`config.mk`:
```
export PLATFORM = sky130hd
export DESIGN_NAME = shift_4094_chain
export DESIGN_NICKNAME = d
export VERILOG_FILES = /design/src/rtl/shift_4094_chain.sv
export SDC_FILE = /design/constraint.sdc
export NUM_CORES = 1
export LEC_CHECK = 0
export ABC_AREA = 1
export CAP_MARGIN = 40
export CORE_MARGIN = 10
export CORE_UTILIZATION = 35
export CTS_CLUSTER_SIZE = 20
export DETAILED_ROUTE_END_ITERATION = 10
export PLACE_DENSITY = 0.69
export RECOVER_POWER = 100
export SKIP_LAST_GASP = 1
export SYNTH_ARGS = -nofsm -noshare
export SYNTH_HDL_FRONTEND = slang
export SYNTH_SLANG_ARGS = --single-unit
export TNS_END_PERCENT = 5
```
`constraint.sdc`:
```
create_clock -name clk -period 1.4 [get_ports clk]
set_input_delay 0.21 -clock clk [delete_from_list [all_inputs] [get_ports clk]]
set_output_delay 0.21 -clock clk [all_outputs]
set_load 0.05 [all_outputs]
```
`src/rtl/shift_4094_chain.sv`:
```
// shift_4094_chain: serial driver for a daisy chain of CHAIN 4094-type shift/latch registers.
// Optional QS readback is built in when SHIFT_4094_CHAIN_READBACK_EN is defined.
module shift_4094_chain #(
  parameter int CHAIN     = 2,
  parameter int CLK_DIV   = 2,
  parameter int MSB_FIRST = 1
) (
  input  logic               clk,
  input  logic               rst_n,
  input  logic               wr_en,
  input  logic [8*CHAIN-1:0] data_in,
  output logic               ready,
  output logic               busy,
  output logic               register_clock,
  output logic               data_out,
  output logic               strobe,
  output logic               oe,
  input  logic               qs_in,
  output logic [8*CHAIN-1:0] rb_data,
  output logic               rb_valid,
  output logic               rb_mismatch
);

  localparam int W  = 8 * CHAIN;
  localparam int PW = $clog2(CLK_DIV + 1);
  localparam int BW = $clog2(W + 1);

  typedef enum logic [1:0] {IDLE, SHIFT_LO, SHIFT_HI, STROBE} state_t;

  state_t          state_q, state_d;
  logic [PW-1:0]   phase_q, phase_d;
  logic [BW-1:0]   bit_q, bit_d;
  logic [W-1:0]    sh_q, sh_d;
  logic [W-1:0]    pend_q, pend_d;
  logic            pend_full_q, pend_full_d;
  logic            reg_clk_q, reg_clk_d;
  logic            data_out_q, data_out_d;
  logic            strobe_q, strobe_d;
  logic            oe_q, oe_d;
  logic            phase_last;
  logic            bit_last;
  logic            accept;

  assign phase_last = (phase_q == PW'(CLK_DIV - 1));
  assign bit_last   = (bit_q == BW'(W - 1));
  assign accept     = wr_en && !pend_full_q;

  always_comb begin
    state_d     = state_q;
    phase_d     = phase_q;
    bit_d       = bit_q;
    sh_d        = sh_q;
    pend_d      = pend_q;
    pend_full_d = pend_full_q;
    oe_d        = oe_q;
    data_out_d  = data_out_q;

    case (state_q)
      IDLE: begin
        phase_d = '0;
        if (pend_full_q) begin
          sh_d        = pend_q;
          pend_full_d = 1'b0;
          bit_d       = '0;
          state_d     = SHIFT_LO;
        end
      end
      SHIFT_LO: begin
        if (phase_last) begin
          phase_d = '0;
          state_d = SHIFT_HI;
        end else begin
          phase_d = phase_q + PW'(1);
        end
      end
      SHIFT_HI: begin
        if (phase_last) begin
          phase_d = '0;
          sh_d    = (MSB_FIRST != 0) ? {sh_q[W-2:0], 1'b0} : {1'b0, sh_q[W-1:1]};
          if (bit_last) begin
            bit_d   = '0;
            state_d = STROBE;
          end else begin
            bit_d   = bit_q + BW'(1);
            state_d = SHIFT_LO;
          end
        end else begin
          phase_d = phase_q + PW'(1);
        end
      end
      STROBE: begin
        if (phase_last) begin
          phase_d = '0;
          oe_d    = 1'b1;
          state_d = IDLE;
        end else begin
          phase_d = phase_q + PW'(1);
        end
      end
      default: state_d = IDLE;
    endcase

    // The pending buffer is only written while empty, so it never collides with the IDLE load.
    if (accept) begin
      pend_d      = data_in;
      pend_full_d = 1'b1;
    end

    // data_out only moves when a new bit period starts.
    if (state_d == SHIFT_LO && state_q != SHIFT_LO)
      data_out_d = (MSB_FIRST != 0) ? sh_d[W-1] : sh_d[0];

    reg_clk_d = (state_d == SHIFT_HI);
    strobe_d  = (state_d == STROBE);
  end

  always_ff @(posedge clk or negedge rst_n) begin
    if (!rst_n) begin
      state_q     <= IDLE;
      phase_q     <= '0;
      bit_q       <= '0;
      pend_full_q <= 1'b0;
      reg_clk_q   <= 1'b0;
      data_out_q  <= 1'b0;
      strobe_q    <= 1'b0;
      oe_q        <= 1'b0;
    end else begin
      state_q     <= state_d;
      phase_q     <= phase_d;
      bit_q       <= bit_d;
      pend_full_q <= pend_full_d;
      reg_clk_q   <= reg_clk_d;
      data_out_q  <= data_out_d;
      strobe_q    <= strobe_d;
      oe_q        <= oe_d;
    end
  end

  always_ff @(posedge clk) begin
    sh_q   <= sh_d;
    pend_q <= pend_d;
  end

  assign ready          = ~pend_full_q;
  assign busy           = (state_q != IDLE) | pend_full_q;
  assign register_clock = reg_clk_q;
  assign data_out       = data_out_q;
  assign strobe         = strobe_q;
  assign oe             = oe_q;

`ifdef SHIFT_4094_CHAIN_READBACK_EN
  logic [W-1:0] rb_shift_q, rb_shift_d;
  logic [W-1:0] rb_data_q, rb_data_d;
  logic [W-1:0] cur_word_q, cur_word_d;
  logic [W-1:0] prev_word_q, prev_word_d;
  logic         have_cur_q, have_cur_d;
  logic         have_prev_q, have_prev_d;
  logic         rb_valid_q, rb_valid_d;
  logic         rb_mis_q, rb_mis_d;
  logic         load;
  logic         strobe_entry;

  assign load         = (state_q == IDLE) && pend_full_q;
  assign strobe_entry = (state_d == STROBE) && (state_q != STROBE);

  always_comb begin
    rb_shift_d  = rb_shift_q;
    rb_data_d   = rb_data_q;
    cur_word_d  = cur_word_q;
    prev_word_d = prev_word_q;
    have_cur_d  = have_cur_q;
    have_prev_d = have_prev_q;
    rb_mis_d    = rb_mis_q;
    rb_valid_d  = strobe_entry;

    if (load) begin
      cur_word_d  = pend_q;
      prev_word_d = cur_word_q;
      have_cur_d  = 1'b1;
      have_prev_d = have_cur_q;
    end
    // QS is taken just before the rising register_clock, in the same order bits go in.
    if (state_q == SHIFT_LO && phase_last)
      rb_shift_d = (MSB_FIRST != 0) ? {rb_shift_q[W-2:0], qs_in} : {qs_in, rb_shift_q[W-1:1]};
    if (strobe_entry) begin
      rb_data_d = rb_shift_q;
      rb_mis_d  = have_prev_q && (rb_shift_q != prev_word_q);
    end
  end

  always_ff @(posedge clk or negedge rst_n) begin
    if (!rst_n) begin
      rb_data_q   <= '0;
      have_cur_q  <= 1'b0;
      have_prev_q <= 1'b0;
      rb_valid_q  <= 1'b0;
      rb_mis_q    <= 1'b0;
    end else begin
      rb_data_q   <= rb_data_d;
      have_cur_q  <= have_cur_d;
      have_prev_q <= have_prev_d;
      rb_valid_q  <= rb_valid_d;
      rb_mis_q    <= rb_mis_d;
    end
  end

  always_ff @(posedge clk) begin
    rb_shift_q  <= rb_shift_d;
    cur_word_q  <= cur_word_d;
    prev_word_q <= prev_word_d;
  end

  assign rb_data     = rb_data_q;
  assign rb_valid    = rb_valid_q;
  assign rb_mismatch = rb_mis_q;
`else
  logic unused_qs;
  assign unused_qs   = qs_in;
  assign rb_data     = '0;
  assign rb_valid    = 1'b0;
  assign rb_mismatch = 1'b0;
`endif

endmodule

```
==> qor.yml <==
outcome: "finished, violations left"
violations: "setup timing"
cp.arrival_ns: 1.44
syn_to_final_growth_pct: 27.6
max_clock_freq_mhz: 710
post-route-util: 0.457
synth_seq_cells: 46
skew_ns: 0.00865
numCtsBuffers: 5
slowest_stage: "dfrtp_2"
instances_no_fill: 268
cp_data_required_time_ns: 1.44
postLayoutSetupSlackWorst_ns: -0.00858
place_area_mm2: 0.00231
die-height_um: 94.9
grt_pass1_wl_mm: 5.50
post_drt_wl_per_cell_um: 13.0
synthMostInstantiatedCell: "edfxtp_1"
seq_power_share: 0.596
syn_inst: 155
antenna_found_initial: 0
regArea_mm2: 0.00130
synth-warning-count: 0
cp_cell_sequence: "buf_6 > nor2_4 > nand2_4 > nand2_4 > clkbuf_16"
cp_num_buf_inv: 2
peakVddDrop_uv: 709
netlist_area_mm2: 0.00196
first_pass_iters: 5
power.switching_mw: 0.585
viasPerCell: 4.42
start_util: 0.358
place.gp.congestion: 0.795
hold_class: "input pin to asynchronous set/reset pin"
p_leak_nw: 1.07
swShare: 0.241
rsz0062_at_grt: "true"
cts-root-buf: "clkbuf_8"
whs_ns: 0.479
dp_hpwl_mm: 2.47
first_global_vias: 1125
synth_commonest_cells: "31 x edfxtp_1, 20 x nand2_1, 18 x buf_4"
worstSetupPathType: "flop to flop"
die_w_um: 94.9
h-tree-depth: 2
synth_top_cell_by_area: "edfxtp_1"
postSynthAreaPerCell_um2: 12.7
period_minus_slack_ns: 1.41
remaining_drc_errors: 0
fp.coreArea_mm2: 0.00547
ys_async_sr_fraction: 0.304
maxCapViolations: 0
cp_max_fo: 7
min_period_over_period: 1.01
startpoint_type: "flop"
seq_area_frac_synth: 0.663
tightest_slew_ns: 0.766
slew_violations: 0
fillers: 510
synth_edf_count: 31
port_buffers: 24
synthFlopType: "edfxtp_1"
antenna_cells: 0
drtIter0Drc: 81
boundaryPins: 44
critical_path.top_delay_family: "flip-flops"
cts_tree: "done"
slowest_delay_ns: 0.43
drive_gt1_frac: 0.194
fin_area_mm2: 0.00250
p_clk_frac: 0.340
finalPower_mw: 2.42
combinationalPowerShare: 0.064
clk_latency_ns: 0.30
hold_violations: 0
place_ws_ns: 0.0306
clk_path_buf_depth: 2
cp-end-kind: "flop"
finalSetupTns_ns: -0.0590
internal-power_mw: 1.84
routed_wl_mm: 3.48
dpl.cell_count: 253
std_cell_rows: 27
power_density_mw_per_mm2: 968
setup-violations-final: 7
grtUsageTotal: 0.0790
maxSlewHeadroom: 0.489
final_nets: 216
synth_top_area_frac: 0.474
overflow: 0
via_count: 1184
clk_pin_slew_ns: 0.09
fp.dieArea_mm2: 0.00900
cp_common_cell: "nand2_4"
grt_max_degree: 17
ys_types: 25
synthTopCellsByArea: "edfxtp_1 47%, dfrtp_1 18%, buf_4 6.9%"
antenna_left: 0
cts.sinks: 46
multiInputGateArea_um2: 515
[metal layers]
layer,wire [um],GRT usage,vias up
met5,0,0,-
met4,63,0.0411,0
met3,290,0.0293,6
met2,1570,0.116,50
met1,1560,0.0997,549
li1,-,-,579
[flip-flops by register name (all words and copies together) (netlist names), 2 cells and up]
register and count:
bit_q 5, pend_q 16, phase_q 2, sh_q 16, state_q 2
[layout make-up]
cell class                      count  area share
Sequential cell                    46       0.521
Inverter                           17      0.0275
Tap cell                           72      0.0360
Clock buffer                        5      0.0275
Clock inverter                      3      0.0100
Multi-Input combinational cell     89       0.206
Timing Repair Buffer               36       0.173
[path summary, 6_finish.rpt]
check | slack, ns | endpoint | startpoint | cells after the start
setup reg to reg | -0.009 | sh_q[14] | state_q[0] | 5
setup / recovery | -0.009 | sh_q[14] | state_q[0] | 5
hold reg to reg | 0.51 | phase_q[0] | phase_q[0] | 1
hold / removal | 0.48 | data_out | rst_n | 2
max in group asynchronous | 0.39 | state_q[0] | rst_n | 2
min in group clk | 0.48 | pend_full_q | wr_en | 3
[power by group through the flow]
stage               combinational, mW  sequential, mW  clock, mW
floorplan                       0.145            1.47          0
global placement                0.164            1.47          0
detailed placement              0.165            1.47          0
CTS                             0.165            1.44      0.861
global route                    0.163            1.44      0.918
finish                          0.155            1.44      0.824
[cells by family after synthesis]
| logic type | share of synthesized area |
|---|---|
| buf+inv | 0.115 |
| compound gates | 0.0880 |
| flops | 0.663 |
| xor+xnor | 0.00447 |
| other cells | 0.00191 |
| simple gates | 0.121 |
| fa+ha+maj | 0.00638 |
[placed cells by master, fill, tap and decap left out]
cell              n
nor2_4            3
nand2_1          19
clkinv_4          1
o21bai_1          2
inv_1            14
nor2_1            6
dfrtp_2           1
nand3_1           8
clkbuf_1          1
nor3_1            1
nand2_4           4
buf_8             1
inv_6             1
clkdlybuf4s50_1   1
buf_4             6
o21ai_0           2
buf_6             2
a22o_1           14
edfxtp_1         31
clkinvlp_4        1
nand3b_1          1
nand3_2           1
nand4_1           2
dfrtp_1          13
dlygate4sd3_1    17
a21oi_1           5
nand2_2           1
conb_1           18
inv_4             2
inv_2             1
ha_1              1
buf_12            7
dfxtp_1           1
clkbuf_8          5
clkbuf_16         1
xor2_1            1
[what timing repair did]
item	CTS	global route
hold endpoints to repair	0	0
buffers inserted	2	4
resized for setup	6	3
hold buffers	0	0
cloned	0	1
setup endpoints to repair	1	24
pin swaps	2	4
(Power assumes the default switching activity.)
